$ cat config.mk
export PLATFORM = sky130hd
export DESIGN_NAME = ospi_flash_array
export DESIGN_NICKNAME = d
export VERILOG_FILES = /design/src/rtl/ospi_flash_array.sv
export SDC_FILE = /design/constraint.sdc
export NUM_CORES = 2
export LEC_CHECK = 0
export CAP_MARGIN = 30
export CORE_MARGIN = 2
export CORE_UTILIZATION = 55
export CTS_CLUSTER_SIZE = 24
export DETAILED_ROUTE_END_ITERATION = 10
export GPL_ROUTABILITY_DRIVEN = 0
export PLACE_DENSITY = 0.71
export SYNTH_ARGS = -nofsm -noshare
export SYNTH_HDL_FRONTEND = slang
export SYNTH_SLANG_ARGS = --single-unit
$ cat constraint.sdc
create_clock -name clk -period 6.7 [get_ports clk]
set_clock_uncertainty 0.15 [all_clocks]
set_input_delay 1.005 -clock clk [delete_from_list [all_inputs] [get_ports clk]]
set_output_delay 1.005 -clock clk [all_outputs]
set_load 0.05 [all_outputs]
$ cat src/rtl/ospi_flash_array.sv
// NOR-style flash array core behind the OSPI command decoder: write-enable latch,
// bit-clearing page program with busy time, sector/chip erase walking the array.
module ospi_flash_array #(
   parameter int ADDR_WIDTH   = 8,
   parameter int DATA_WIDTH   = 8,
   parameter int SECTOR_WORDS = 16,
   parameter int PROG_CYCLES  = 4
) (
   input  logic                  clk,
   input  logic                  reset,
   input  logic                  cmd_valid,
   output logic                  cmd_ready,
   input  logic [2:0]            cmd_op,
   input  logic [ADDR_WIDTH-1:0] address,
   input  logic [DATA_WIDTH-1:0] data_in,
   output logic                  rd_valid,
   output logic [DATA_WIDTH-1:0] data_out,
   output logic                  busy,
   output logic                  wel,
   output logic                  done,
   output logic                  err
);
   localparam int DEPTH = 2 ** ADDR_WIDTH;
   localparam int PCW   = $clog2(PROG_CYCLES + 1);
   localparam int CNT_W = (PCW > ADDR_WIDTH + 1) ? PCW : ADDR_WIDTH + 1;
   localparam logic [ADDR_WIDTH-1:0] SECTOR_MASK = ADDR_WIDTH'(SECTOR_WORDS - 1);

   localparam logic [2:0] OP_READ         = 3'd0;
   localparam logic [2:0] OP_WREN         = 3'd1;
   localparam logic [2:0] OP_WRDI         = 3'd2;
   localparam logic [2:0] OP_PROGRAM      = 3'd3;
   localparam logic [2:0] OP_SECTOR_ERASE = 3'd4;
   localparam logic [2:0] OP_CHIP_ERASE   = 3'd5;

   typedef enum logic [1:0] {ST_IDLE = 2'd0, ST_PROG = 2'd1, ST_ERASE = 2'd2} state_t;

   state_t                state_r;
   logic [CNT_W-1:0]      cnt_r;
   logic [ADDR_WIDTH-1:0] ptr_r;
   logic [DATA_WIDTH-1:0] pdata_r;
   // Words are stored complemented so the power-up zero state reads back as erased.
   logic [DATA_WIDTH-1:0] mem_r [DEPTH];
   logic                  accept_s;
   logic                  we_s;
   logic [DATA_WIDTH-1:0] wdata_s;

   assign cmd_ready = (state_r == ST_IDLE);
   assign accept_s  = cmd_valid && cmd_ready;

   // Array write strobe: final program word, or one erased word per ERASE cycle.
   always_comb begin
      we_s    = 1'b0;
      wdata_s = {DATA_WIDTH{1'b0}};
      if (reset) begin
         we_s = 1'b0;
      end else begin
         case (state_r)
            ST_PROG: begin
               we_s    = (cnt_r == CNT_W'(0));
               wdata_s = pdata_r;
            end
            ST_ERASE: begin
               we_s    = 1'b1;
               wdata_s = {DATA_WIDTH{1'b0}};
            end
            default: begin
               we_s = 1'b0;
            end
         endcase
      end
   end

   // Storage array, deliberately outside reset so contents survive it.
   always_ff @(posedge clk) begin
      if (we_s) begin
         mem_r[ptr_r] <= wdata_s;
      end
   end

   // Command FSM, busy counters and registered strobes.
   always_ff @(posedge clk) begin
      if (reset) begin
         state_r  <= ST_IDLE;
         cnt_r    <= CNT_W'(0);
         ptr_r    <= ADDR_WIDTH'(0);
         pdata_r  <= {DATA_WIDTH{1'b0}};
         busy     <= 1'b0;
         wel      <= 1'b0;
         rd_valid <= 1'b0;
         done     <= 1'b0;
         err      <= 1'b0;
         data_out <= {DATA_WIDTH{1'b0}};
      end else begin
         rd_valid <= 1'b0;
         done     <= 1'b0;
         err      <= 1'b0;
         case (state_r)
            ST_IDLE: begin
               if (accept_s) begin
                  case (cmd_op)
                     OP_READ: begin
                        data_out <= ~mem_r[address];
                        rd_valid <= 1'b1;
                     end
                     OP_WREN: wel <= 1'b1;
                     OP_WRDI: wel <= 1'b0;
                     OP_PROGRAM: begin
                        if (wel) begin
                           state_r <= ST_PROG;
                           busy    <= 1'b1;
                           cnt_r   <= CNT_W'(PROG_CYCLES - 1);
                           ptr_r   <= address;
                           // Complemented AND: programming can only clear bits.
                           pdata_r <= mem_r[address] | ~data_in;
                        end else begin
                           err <= 1'b1;
                        end
                     end
                     OP_SECTOR_ERASE: begin
                        if (wel) begin
                           state_r <= ST_ERASE;
                           busy    <= 1'b1;
                           cnt_r   <= CNT_W'(SECTOR_WORDS);
                           ptr_r   <= address & ~SECTOR_MASK;
                        end else begin
                           err <= 1'b1;
                        end
                     end
                     OP_CHIP_ERASE: begin
                        if (wel) begin
                           state_r <= ST_ERASE;
                           busy    <= 1'b1;
                           cnt_r   <= CNT_W'(DEPTH);
                           ptr_r   <= ADDR_WIDTH'(0);
                        end else begin
                           err <= 1'b1;
                        end
                     end
                     default: err <= 1'b1;
                  endcase
               end
            end
            ST_PROG: begin
               if (cnt_r == CNT_W'(0)) begin
                  state_r <= ST_IDLE;
                  busy    <= 1'b0;
                  wel     <= 1'b0;
                  done    <= 1'b1;
               end else begin
                  cnt_r <= cnt_r - CNT_W'(1);
               end
            end
            ST_ERASE: begin
               ptr_r <= ptr_r + ADDR_WIDTH'(1);
               cnt_r <= cnt_r - CNT_W'(1);
               if (cnt_r == CNT_W'(1)) begin
                  state_r <= ST_IDLE;
                  busy    <= 1'b0;
                  wel     <= 1'b0;
                  done    <= 1'b1;
               end
            end
            default: begin
               state_r <= ST_IDLE;
               busy    <= 1'b0;
            end
         endcase
      end
   end
endmodule

==> results.py <==
metrics = {
    "power_and_ir_drop": {
        "power_w": 0.02709,
        "powerDensity_mw_per_mm2": 296.3,
        "ir_worst_vdd_mv": 0.3341,
        "p_leak_nw": 23.81,
    },
    "drt": {
        "first_iter_violations": 6451,
        "vias": 42877,
        "wl_per_cell_um": 34.72,
        "wirelength_um": 220800,
        "viasPerCell": 6.741,
        "drt_pass1_iterations": 8,
        "route.detailed.drc": 0,
        "ant_nets": 0,
    },
    "sta": {
        "fin_crit_sh": 0.7069,
        "setup_viol": 0,
        "finalSetupTns_ps": 0,
        "maxSlewViolCount": 0,
        "min_period_ps": 4736,
        "worst_pin_slew_ps": 1122,
        "max_freq_mhz": 211.1,
        "rsz0062_at_grt": "false",
        "finalHoldViolations": 0,
        "slew_headroom": 0.2501,
    },
    "clocking": {
        "cts_num_sinks": 2088,
        "cts_tree": "yes",
        "numCtsBuffers": 201,
        "path_clk_slew_ps": 60,
        "post-cts-setup-buffers": 0,
        "ctsHtreeMaxLevel": 4,
        "holdBufCountCts": 0,
        "clockRootBuffer": "clkbuf_16",
        "clkLatencyLatePin_ps": 850,
        "clockBufferDepth": 3,
        "post_cts_resized": 0,
    },
    "global_route": {
        "grt_pass1_wl_um": 313100,
        "gr-usage-met3": 0.07836,
        "use_met2": 0.4290,
        "grt_max_degree": 156,
        "grt_pass1_vias": 41712,
        "antenna_found_initial": 9,
        "grt_usage": 0.2917,
        "overflow": 0,
        "use_met1": 0.4152,
        "grt_most_used_layer": "met2",
    },
    "critical_path": {
        "arrival_ps": 5030,
        "cp_max_fo": 20,
        "required_ps": 7000,
        "timing.rr.end": "mem_r[67][4]",
        "r2r_slack_ps": 2000,
        "reg2reg_from": "cnt_r[5]",
        "end_kind": "flip-flop",
        "critPathLaunchType": "primary input",
        "reg2reg_depth": 6,
        "critPathKind": "primary input to flip-flop",
    },
    "floorplanning": {
        "die_height_um": 391.5,
        "die-area_mm2": 0.1533,
        "io_pins": 36,
        "core_area_mm2": 0.1494,
        "die-width_um": 391.5,
        "rows": 142,
        "start_util": 0.5528,
    },
    "logic_synthesis": {
        "synthesis.area_mm2": 0.08260,
        "synth_seq_cells": 2088,
        "synth_warnings": 0,
        "async_flop_share": 0,
        "netlist_instances": 4064,
        "yosysSeqAreaShare": 0.7542,
        "syn_avg_cell_area_um2": 20.33,
        "synth_ff_type": "edfxtp_1",
        "synth_edf_count": 2048,
        "syn-num-nets": 4097,
        "synth.distinct_cells": 87,
    },
    "hold_path": {
        "min_delay_worst_endpoint": "cnt_r[3]",
        "min_path_cells": 2,
        "hold_path.class": "flip-flop to flip-flop",
        "min_from": "cnt_r[3]",
    },
    "place": {
        "port_buffers": 35,
        "dp_hpwl_um": 135200,
    },
    "layout": {
        "drive_gt1_frac": 0.2104,
        "nets": 4214,
        "syn_to_final_growth_pct": 10.68,
        "final_common_cell": "edfxtp_1",
        "final_cell_mix": "edfxtp_1, mux4_2, nor2_1, mux2i_1, clkbuf_16",
    },
    "job": {
        "max-cap-violations": 0,
    },
    "status": {
        "outcome": "complete, no violations",
    },
}
-- stage by stage --
stage	worst slack (ps)	cell area, µm²	hold slack [ps]	std cells	utilization
floorplan	981.6	82600	296.0	4064	-
global placement	1309	84780	321.2	5989	0.5674
detailed placement	1258	84840	319.8	5992	0.5678
CTS	2068	91400	327.3	6354	0.6117
global route	1863	91420	344.6	6356	0.6118
finish	1964	91430	323.6	6361	0.6119
-- synth_stat cells, types with 7 or more instances --
| cell | n | area share |
|---|---|---|
| edfxtp_1 | 2048 | 0.74 |
| mux4_2 | 416 | 0.11 |
| nor2_1 | 304 | 0.014 |
| mux2i_1 | 229 | 0.028 |
| nand2_1 | 162 | 0.0074 |
| clkbuf_1 | 76 | 0.0035 |
| a21oi_1 | 64 | 0.0039 |
| buf_2 | 55 | 0.0033 |
| o21ai_0 | 52 | 0.0032 |
| o22ai_1 | 47 | 0.0036 |
| a22oi_1 | 46 | 0.0042 |
| dfxtp_1 | 40 | 0.0097 |
| nand3_1 | 33 | 0.0020 |
| mux2_2 | 29 | 0.0040 |
| mux4_1 | 29 | 0.0092 |
| buf_6 | 28 | 0.0038 |
| buf_8 | 27 | 0.0049 |
| a221oi_1 | 24 | 0.0025 |
| a211oi_1 | 21 | 0.0019 |
| nor3_1 | 19 | 0.0012 |
| a31oi_1 | 18 | 0.0014 |
| buf_12 | 18 | 0.0044 |
| buf_4 | 18 | 0.0016 |
| nor2b_1 | 17 | 0.0013 |
| and2_1 | 15 | 0.0011 |
| o221ai_1 | 14 | 0.0015 |
| and3_1 | 12 | 0.00091 |
| o211ai_1 | 12 | 0.0011 |
| ha_1 | 11 | 0.0017 |
| inv_1 | 10 | 0.00045 |
| nand2b_1 | 10 | 0.00076 |
| clkbuf_8 | 9 | 0.0015 |
| buf_1 | 8 | 0.00036 |
| nand4_1 | 8 | 0.00061 |
| or2_2 | 8 | 0.00061 |
| a211o_1 | 7 | 0.00074 |
-- area by class of cell --
| class | count | area, µm² |
|---|---|---|
| Sequential cell | 2088 | 62300 |
| Multi-Input combinational cell | 1714 | 18340 |
| Clock inverter | 126 | 1289 |
| Timing Repair Buffer | 161 | 1640 |
| Antenna cell | 5 | 12.51 |
| Clock buffer | 236 | 5268 |
| Inverter | 15 | 61.31 |
| Fill cell | 10108 | 57990 |
| Tap cell | 2016 | 2522 |
-- how the worst max path moves through the flow --
stage               startpoint           end
CTS                   cnt_r[5]  mem_r[69][2]
detailed placement       reset  mem_r[68][2]
global route        state_r[0]  mem_r[74][5]
finish                   reset  mem_r[67][4]
global placement         reset  mem_r[97][1]
floorplan                reset   mem_r[0][1]
-- metal layers --
layer | part of all wire | routed length [µm]
met2 | 0.45 | 99510
met4 | 0.048 | 10660
met5 | 0.00072 | 160
met3 | 0.13 | 28110
met1 | 0.37 | 82410
-- worst max-delay path: stages --
cell	delay (ps)
clkdlybuf4s50_1	400
buf_4	200
inv_1	460
o211ai_1	490
nor3b_2	930
nand2_1	750
nor2_1	760
-- cell families after synthesis --
family,after synthesis,synth area share
buffers and inverters,262,0.02481
adders and majority gates,11,0.001666
muxes,704,0.1545
DFF,2088,0.7542
AOI/OAI and AO/OA,377,0.03202
xor gates and xnor gates,4,0.0004242
and+or+nand+nor,618,0.03240
-- sequential cells by signal, summed over array words and instances, names as in the netlist --
signal    count
err           1
state_r       2
ptr_r         8
data_out      8
done          1
pdata_r       8
busy          1
mem_r      2048
rd_valid      1
cnt_r         9
wel           1
-- power by group --
part / total [W] / switching [W] / internal [W]
registers: 0.0142 / 0.0000640 / 0.0142
logic: 0.00152 / 0.00110 / 0.000419
clock network: 0.0113 / 0.00481 / 0.00652
Power figures use the tool's default switching activity.
